==> config.mk <==
export PLATFORM = sky130hd
export DESIGN_NAME = decode_stage
export DESIGN_NICKNAME = d
export VERILOG_FILES = /design/src/rtl/cpu_pkg.sv /design/src/rtl/immediate_gen.sv /design/src/rtl/decode_stage.sv
export SDC_FILE = /design/constraint.sdc
export NUM_CORES = 1
export LEC_CHECK = 0
export CORE_MARGIN = 2
export CORE_UTILIZATION = 45
export DETAILED_ROUTE_END_ITERATION = 16
export HOLD_SLACK_MARGIN = 0.08
export PLACE_DENSITY_LB_ADDON = 0.25
export SYNTH_ARGS = -nofsm -noshare
export SYNTH_HDL_FRONTEND = slang
export SYNTH_SLANG_ARGS = --single-unit
==> constraint.sdc <==
create_clock -name clk -period 5.1 [get_ports clk]
set_input_delay 1.02 -clock clk [delete_from_list [all_inputs] [get_ports clk]]
set_output_delay 1.02 -clock clk [all_outputs]
set_load 0.005 [all_outputs]
==> src/rtl/cpu_pkg.sv <==
// Shared RV32I core definitions: instruction classes, ALU functions, major opcodes
// and the opcode classification helpers used by the decode stage.
package cpu_pkg;

  typedef enum logic [2:0] {
    R_TYPE,
    I_TYPE,
    S_TYPE,
    B_TYPE,
    U_TYPE,
    J_TYPE
  } instruction_type_t;

  typedef enum logic [3:0] {
    ALU_ADD,
    ALU_SUB,
    ALU_SLL,
    ALU_SLT,
    ALU_SLTU,
    ALU_XOR,
    ALU_SRL,
    ALU_SRA,
    ALU_OR,
    ALU_AND,
    ALU_PASS_B
  } alu_function_t;

  localparam logic [6:0] OPCODE_OP     = 7'b0110011;
  localparam logic [6:0] OPCODE_OP_IMM = 7'b0010011;
  localparam logic [6:0] OPCODE_LOAD   = 7'b0000011;
  localparam logic [6:0] OPCODE_JALR   = 7'b1100111;
  localparam logic [6:0] OPCODE_SYSTEM = 7'b1110011;
  localparam logic [6:0] OPCODE_STORE  = 7'b0100011;
  localparam logic [6:0] OPCODE_BRANCH = 7'b1100011;
  localparam logic [6:0] OPCODE_LUI    = 7'b0110111;
  localparam logic [6:0] OPCODE_AUIPC  = 7'b0010111;
  localparam logic [6:0] OPCODE_JAL    = 7'b1101111;

  function automatic logic opcode_known(input logic [6:0] opcode);
    case (opcode)
      OPCODE_OP, OPCODE_OP_IMM, OPCODE_LOAD, OPCODE_JALR, OPCODE_SYSTEM, OPCODE_STORE,
      OPCODE_BRANCH, OPCODE_LUI, OPCODE_AUIPC, OPCODE_JAL: opcode_known = 1'b1;
      default:                                             opcode_known = 1'b0;
    endcase
  endfunction

  // Unknown opcodes fall into I_TYPE so they decode as a NOP-shaped instruction.
  function automatic instruction_type_t opcode_to_type(input logic [6:0] opcode);
    case (opcode)
      OPCODE_OP:                   opcode_to_type = R_TYPE;
      OPCODE_STORE:                opcode_to_type = S_TYPE;
      OPCODE_BRANCH:               opcode_to_type = B_TYPE;
      OPCODE_LUI, OPCODE_AUIPC:    opcode_to_type = U_TYPE;
      OPCODE_JAL:                  opcode_to_type = J_TYPE;
      default:                     opcode_to_type = I_TYPE;
    endcase
  endfunction

endpackage

==> src/rtl/immediate_gen.sv <==
// Combinational RV32I immediate extraction; sign-extends I/S/B/J from bit 31 to XLEN.
module immediate_gen
  import cpu_pkg::*;
#(
  parameter int unsigned XLEN = 32
) (
  input  logic [31:7]        instr_i,
  input  instruction_type_t  instruction_type_i,
  output logic [XLEN-1:0]    imm_o
);

  logic [31:0] imm32;

  always_comb begin
    imm32 = '0;
    case (instruction_type_i)
      I_TYPE:  imm32 = {{20{instr_i[31]}}, instr_i[31:20]};
      S_TYPE:  imm32 = {{20{instr_i[31]}}, instr_i[31:25], instr_i[11:7]};
      B_TYPE:  imm32 = {{19{instr_i[31]}}, instr_i[31], instr_i[7], instr_i[30:25],
                        instr_i[11:8], 1'b0};
      U_TYPE:  imm32 = {instr_i[31:12], 12'b0};
      J_TYPE:  imm32 = {{11{instr_i[31]}}, instr_i[31], instr_i[19:12], instr_i[20],
                        instr_i[30:21], 1'b0};
      default: imm32 = '0;
    endcase
  end

  assign imm_o = XLEN'($signed(imm32));

endmodule

==> src/rtl/decode_stage.sv <==
// Single-entry RV32I decode pipeline stage with valid/ready handshake and flush.
// Optional DECODE_ILLEGAL_TRAP_EN adds a registered out_illegal flag for unknown opcodes.
module decode_stage
  import cpu_pkg::*;
#(
  parameter int unsigned XLEN = 32
) (
  input  logic              clk,
  input  logic              rst,
  input  logic              flush,
  input  logic              in_valid,
  output logic              in_ready,
  input  logic [31:0]       in_instruction,
  input  logic [XLEN-1:0]   in_pc,
  output logic              out_valid,
  input  logic              out_ready,
  output logic [XLEN-1:0]   out_pc,
  output instruction_type_t out_instruction_type,
  output logic [6:0]        out_opcode,
  output logic [2:0]        out_funct3,
  output logic [6:0]        out_funct7,
  output logic [4:0]        out_rd,
  output logic [4:0]        out_rs1,
  output logic [4:0]        out_rs2,
`ifdef DECODE_ILLEGAL_TRAP_EN
  output logic              out_illegal,
`endif
  output logic [XLEN-1:0]   out_imm
);

  typedef struct packed {
    logic [XLEN-1:0]   pc;
    instruction_type_t itype;
    logic [6:0]        opcode;
    logic [2:0]        funct3;
    logic [6:0]        funct7;
    logic [4:0]        rd;
    logic [4:0]        rs1;
    logic [4:0]        rs2;
    logic [XLEN-1:0]   imm;
  } payload_t;

  localparam payload_t PayloadReset = '{
    pc: '0, itype: I_TYPE, opcode: '0, funct3: '0, funct7: '0,
    rd: '0, rs1: '0, rs2: '0, imm: '0
  };

  logic              known;
  instruction_type_t dec_type;
  logic [XLEN-1:0]   gen_imm;
  payload_t          dec_payload;
  payload_t          payload_d, payload_q;
  logic              valid_d, valid_q;
  logic              in_fire;

  assign known    = opcode_known(in_instruction[6:0]);
  assign dec_type = known ? opcode_to_type(in_instruction[6:0]) : I_TYPE;

  immediate_gen #(
    .XLEN (XLEN)
  ) u_immediate_gen (
    .instr_i            (in_instruction[31:7]),
    .instruction_type_i (dec_type),
    .imm_o              (gen_imm)
  );

  always_comb begin
    dec_payload        = PayloadReset;
    dec_payload.pc     = in_pc;
    dec_payload.itype  = dec_type;
    dec_payload.opcode = in_instruction[6:0];
    if (known) begin
      dec_payload.imm = gen_imm;
      if (!(dec_type inside {S_TYPE, B_TYPE})) dec_payload.rd = in_instruction[11:7];
      if (!(dec_type inside {U_TYPE, J_TYPE})) begin
        dec_payload.rs1    = in_instruction[19:15];
        dec_payload.funct3 = in_instruction[14:12];
      end
      if (dec_type inside {R_TYPE, S_TYPE, B_TYPE}) dec_payload.rs2 = in_instruction[24:20];
      if (dec_type inside {R_TYPE, I_TYPE}) dec_payload.funct7 = in_instruction[31:25];
    end
  end

  assign in_ready = !valid_q || out_ready;
  assign in_fire  = in_valid && in_ready;

  always_comb begin
    valid_d   = valid_q;
    payload_d = payload_q;
    if (flush) begin
      valid_d = 1'b0;
    end else if (in_fire) begin
      valid_d   = 1'b1;
      payload_d = dec_payload;
    end else if (out_ready) begin
      valid_d = 1'b0;
    end
  end

  always_ff @(posedge clk) begin
    if (rst) begin
      valid_q   <= 1'b0;
      payload_q <= PayloadReset;
    end else begin
      valid_q   <= valid_d;
      payload_q <= payload_d;
    end
  end

`ifdef DECODE_ILLEGAL_TRAP_EN
  logic illegal_d, illegal_q;

  always_comb begin
    illegal_d = illegal_q;
    if (flush) begin
      illegal_d = 1'b0;
    end else if (in_fire) begin
      illegal_d = !known;
    end
  end

  always_ff @(posedge clk) begin
    if (rst) begin
      illegal_q <= 1'b0;
    end else begin
      illegal_q <= illegal_d;
    end
  end

  assign out_illegal = illegal_q;
`endif

  assign out_valid            = valid_q;
  assign out_pc               = payload_q.pc;
  assign out_instruction_type = payload_q.itype;
  assign out_opcode           = payload_q.opcode;
  assign out_funct3           = payload_q.funct3;
  assign out_funct7           = payload_q.funct7;
  assign out_rd               = payload_q.rd;
  assign out_rs1              = payload_q.rs1;
  assign out_rs2              = payload_q.rs2;
  assign out_imm              = payload_q.imm;

endmodule

**After elaboration in Yosys (flattened, before gate mapping)**

Index checks and enable logic that the tools add are counted.

- Bits in read-only memories: 0
- Input bits: 69
- Word-level logic and storage cells: 51
- Memories: 0
- Bits in writable memories: 0
- Latch bits: 0
- Flip-flop bits (word level): 100
- Output and inout bits: 101

- Equality and inequality tests: 15
- Bitwise operators: 1
- Div/mod/pow operators: 0
- Multipliers: 0
- Reduce and logical (&&, ||, !) cells: 13
- Order comparisons: 0
- $add $sub $neg: 0
- Shifts and indexed selects: 0
- Mux-type cells: 12

Operators with widths:

| cell | count |
|---|---|
| one-hot mux 32 bit (5 select lines) | 1 |
| two-way mux 57 bit | 1 |
| == test 7 bit (second input constant) | 4 |
| == test 7 x 6 -> 1 bit (second input constant) | 3 |
| two-way mux 5 bit | 3 |
| one-hot mux 3 bit (5 select lines) | 1 |
| == test 7 x 5 -> 1 bit (second input constant) | 2 |
| OR reduction 10 bit | 1 |
| nonzero test 2 bit | 4 |
| == test 7 x 2 -> 1 bit (second input constant) | 1 |
| two-way mux 7 bit | 1 |
| == test 3 x 2 -> 1 bit (second input constant) | 2 |
| == test 3 bit (second input constant) | 2 |
| two-way mux 3 bit | 2 |
| OR reduction 2 bit | 2 |
| == test 3 x 1 -> 1 bit (second input constant) | 1 |
| logical NOT 3 bit | 1 |
| two-way mux 1 bit | 3 |
| nonzero test 3 bit | 1 |
| AND reduction 2 bit | 1 |
| logical AND 1 bit | 1 |
| logical NOT 1 bit | 1 |
| logical OR 1 bit | 1 |
| NOT 1 bit | 1 |

**Longest topological paths before layout**

- Depth after elaboration: 8
- Mapped depth: 7
- Depth with buffers taken out: 5

**By module**

A second synthesis with hierarchy kept.

- Cells, all modules: 504
- Area total of the unflattened synthesis: 4073.9 um^2

Modules (own cells, without submodules):

| module | sequential area each (um^2) | area each (um^2) | instances | cells each |
|---|---|---|---|---|
| decode_stage | 2001.9 | 3683.5 | 1 | 438 |
| immediate_gen | 0.0 | 390.4 | 1 | 66 |

**Worst setup path before layout**

OpenSTA, ideal clock, no wires.

- Path type: input -> register
- From: in in_instruction[5]
- To: reg payload_q (netlist bit out_imm[12])
- Setup time: 0.122 ns
- Slack: 2.703 ns
- Data arrival time: 2.275 ns
- Required time: 4.978 ns
- Stages: 6
- Buffers on the path: 2
- Path through: buf_2 and3b_4 a221o_4 and4_4 buf_6 a221o_1

- Longest elaborated chain between the ends: 7
- Elaborated cells on any way between the ends: 22
- Those cells by class: 15 x eq/ne; 5 x mux; 2 x reduce/logical

RTL lines:

| what | RTL line | source |
|---|---|---|
| start: declaration | decode_stage.sv:13 | `input logic [31:0] in_instruction,` |
| == test 7 x 6 -> 1 bit (tied with other cells) | cpu_pkg.sv:40, cpu_pkg.sv:49 |  |
| OR reduction 2 bit / OR reduction 10 bit (equally long branches) | cpu_pkg.sv:49, cpu_pkg.sv:40 |  |
| one-hot mux 3 bit (5 select lines) / two-way mux 1 bit (equally long branches) | cpu_pkg.sv:49, cpu_pkg.sv:40 |  |
| two-way mux 3 bit | decode_stage.sv:57 | `assign dec_type = known ? opcode_to_type(in_instruction[6:0]) : I_TYPE;` |
| == test 3 bit (tied with other cells) | immediate_gen.sv:16 | `case (instruction_type_i)` |
| one-hot mux 32 bit (5 select lines) | immediate_gen.sv:16 |  |
| two-way mux 57 bit (*) | decode_stage.sv:72 | `if (known) begin` |
| end signal: assignment | decode_stage.sv:103 | `payload_q <= PayloadReset;` |
| end signal: assignment | decode_stage.sv:106 | `payload_q <= payload_d;` |
| end: declaration | decode_stage.sv:52 | `payload_t payload_d, payload_q;` |

Every way passes the cells marked *; elsewhere a longest branch is shown, timed or not.
A chain may end at the register's enable or synchronous reset.

**Worst setup path after layout**

- From: in out_ready
- To: out in_ready

- Longest elaborated chain between the ends: 1

RTL lines:

| what | RTL line | source |
|---|---|---|
| start: declaration | decode_stage.sv:16 | `input logic out_ready,` |
| logical OR 1 bit | decode_stage.sv:84 | `assign in_ready = !valid_q \|\| out_ready;` |
| end: declaration | decode_stage.sv:12 | `output logic in_ready,` |

Every way passes these cells.

==> qor.txt <==
min Tclk post-route: 3.42 ns
R2R Setup Slk: 3.19 ns
Hold/Removal Path Class: reg2reg
Yosys top cell area share: 0.524
min-delay src: out_imm[11]$_SDFFE_PP0P_
commonest non-fill, non-tap cell in the layout: clkdlybuf4s50_1
# IOs: 170
Slew @ Worst Pin: 1.11 ns
ANT nets after route: 0
Hold Path Cell Cnt: 2
Mapped Area: 3820 um2
Clock Path Buffers: 2
DRC: 0
IO Port Bufs: 169
DR iter-0 viols: 242
fin util: 0.694
RePlAce Congestion: 0.852
core footprint: 8220 um2
outcome: complete, no violations
max-cap violations: 0
overall routing resource usage: 0.228
Synth Net Count: 481
# hold bufs at CTS: 0
CP Launch Type: input pin
ys async rst share: 0
critical path type: in2out
nets@finish: 632
root buffer cell: clkbuf_8
Synth Register Bits: 100
Pint: 1.13 mW
Avg Inst Size Synth: 9.28 um2
Initial Util: 0.465
GRT overflow: 0
post-route setup TNS: 0 ns
CTS resizes: 0
initial antenna violation count: 0
H-tree Lvls: 3
Reg power frac: 0.542
clock latency at the later pin of the worst-skew pair: 0.36 ns
setup violators final: 0
global-route wire length before repair: 16600 um
endpoint of the worst hold path: out_imm[11]$_SDFFE_PP0P_
P_sw: 0.363 mW
Die ar.: 9250 um2
Distinct cells, synth: 52
Switching Fraction: 0.244
Die Span Y: 96.2 um
clock sink count: 100
Slew Limit Fails: 0
Hold Vio Cnt, Final: 0
CP Data Arrival Time: 2.40 ns
DP Wirelength: 7720 um
CP endpoint kind: output pin
Area contributors post-synth: dfxtp_1 52%, nand2_1 9.7%, a21oi_1 7.3%
pwr dens: 261 nW/um2
number of synthesized flops with an enable pin: 0
Area Growth Syn to Fin: 49.2%
number of vias per cell: 5.31
fraction of the cycle the final worst path needs: 0.670
slew margin rel.: 0.260
post-synthesis sequential area ratio: 0.524
Top FF cell, synth: dfxtp_1
Horiz. Die Dim: 96.2 um
worst path required time: 4.08 ns
synthesis warning total: 0
commonest cells after routing, fill and taps aside: 168 x clkdlybuf4s50_1, 100 x dfxtp_1, 99 x nand2_1
DRT Pass-1 Iters: 4
CTS buffer count: 9
DRT Wirelength: 10800 um
clk_skew: 0.0131 ns
FILL cells: 700
clock power share: 0.333
peak supply drop: 0.156 mV
via count of the first global-routing pass: 3327
reg2reg path depth: 5
antenna cells: 0
routed vias: 3574
TritonCTS clock tree: built
WHS: 0.455 ns
FF-to-FF End: out_instruction_type[0]$_SDFFE_PP1P_
Cell Area, Placed: 5510 um2
routed length per instance: 16.0 um
Fmax achieved: 293 MHz
Post-Syn Instances: 412
crit path max fanout: 6
RSZ-0062 raised after global routing: no
layout cell share with drive strength beyond 1: 0.0616
Clk pin slew, worst setup/hold paths: 0.08 ns
number of cell rows: 33
combinational share of power: 0.125
post-route cell area: 5700 um2
Synth area leader: dfxtp_1
Pleak: 2.02 nW
Critical R2R Launch: out_valid$_SDFFE_PP0P_
largest net degree at the start of global routing: 54
Setup Buffers After CTS: 0
overall power: 1.49 mW
==> critical path, cell delays in order <==
cell,delay [ns]
clkdlybuf4s50_1,0.44
and2b_1,0.24
inv_1,0.15
clkdlybuf4s50_1,0.55
==> state kept, by name (all words and copies together), names as in the netlist <==
name / count
out_funct3: 3
out_funct7: 7
out_imm: 32
out_instruction_type: 3
out_opcode: 7
out_pc: 32
out_rd: 5
out_rs1: 5
out_rs2: 5
out_valid: 1
==> area by class of cell <==
type | count | area [um2] | area share
multi-input combinational | 278 | 1660 | 0.292
inverter | 3 | 11.3 | 0.00197
clock inverter | 6 | 65.1 | 0.0114
tap | 105 | 131 | 0.0230
clock buffer | 10 | 128 | 0.0224
sequential | 100 | 2000 | 0.351
timing repair buffer | 171 | 1700 | 0.298
==> per-layer routing <==
layer	vias to the layer above	routed length, um	track usage
met1	1705	4760	0.301
li1	1759	-	-
met3	6	663	0.0564
met2	104	5270	0.366
met5	-	0	0
met4	0	90	0.0738
==> worst max-delay path by stage <==
| stage | endpoint | depth (start not counted) | start |
|---|---|---|---|
| floorplan | out_imm[12]$_SDFFE_PP0P_ | 6 | in_instruction[5] |
| global placement | in_ready | 4 | out_ready |
| detailed placement | in_ready | 4 | out_ready |
| CTS | in_ready | 4 | out_ready |
| global route | in_ready | 4 | out_ready |
| finish | in_ready | 4 | out_ready |
==> logic make-up (layout without fill, tap and decap cells) <==
logic type / count (synthesis) / in the layout / share of synthesized area
buffers and inverters: 34 / 190 / 0.0422
AOI/OAI and AO/OA: 128 / 128 / 0.229
DFF: 100 / 100 / 0.524
and+or+nand+nor: 148 / 148 / 0.201
xor gates and xnor gates: 2 / 2 / 0.00458
==> power groups by stage <==
| stage | clock network, mW | registers (mW) | logic, mW |
|---|---|---|---|
| global route | 0.546 | 0.810 | 0.202 |
| global placement | 0 | 0.825 | 0.182 |
| floorplan | 0 | 0.827 | 0.0751 |
| finish | 0.496 | 0.807 | 0.186 |
| CTS | 0.505 | 0.807 | 0.186 |
| detailed placement | 0 | 0.826 | 0.186 |
==> synth_stat cells, types with 2 or more instances <==
cell	count
dfxtp_1	100
nand2_1	99
a21oi_1	56
a22o_1	31
clkbuf_1	18
o21ai_1	12
a221o_1	8
buf_2	6
nand4_1	5
nor2_1	5
nor3_1	5
a21boi_0	4
and3_1	4
o21ai_0	4
a22oi_1	3
a31oi_1	3
buf_1	3
buf_6	3
inv_1	3
nand3_1	3
nand2b_1	2
nand3b_1	2
nor4_1	2
or3b_1	2
xor2_1	2
==> metrics by stage <==
stage | cells | setup slack (ns)
after global placement | 657 | 1.69
after detailed placement | 657 | 1.68
after global routing | 673 | 1.62
after floorplan | 412 | 2.70
after CTS | 673 | 1.68
final | 673 | 1.68
(Power assumes the default switching activity.)
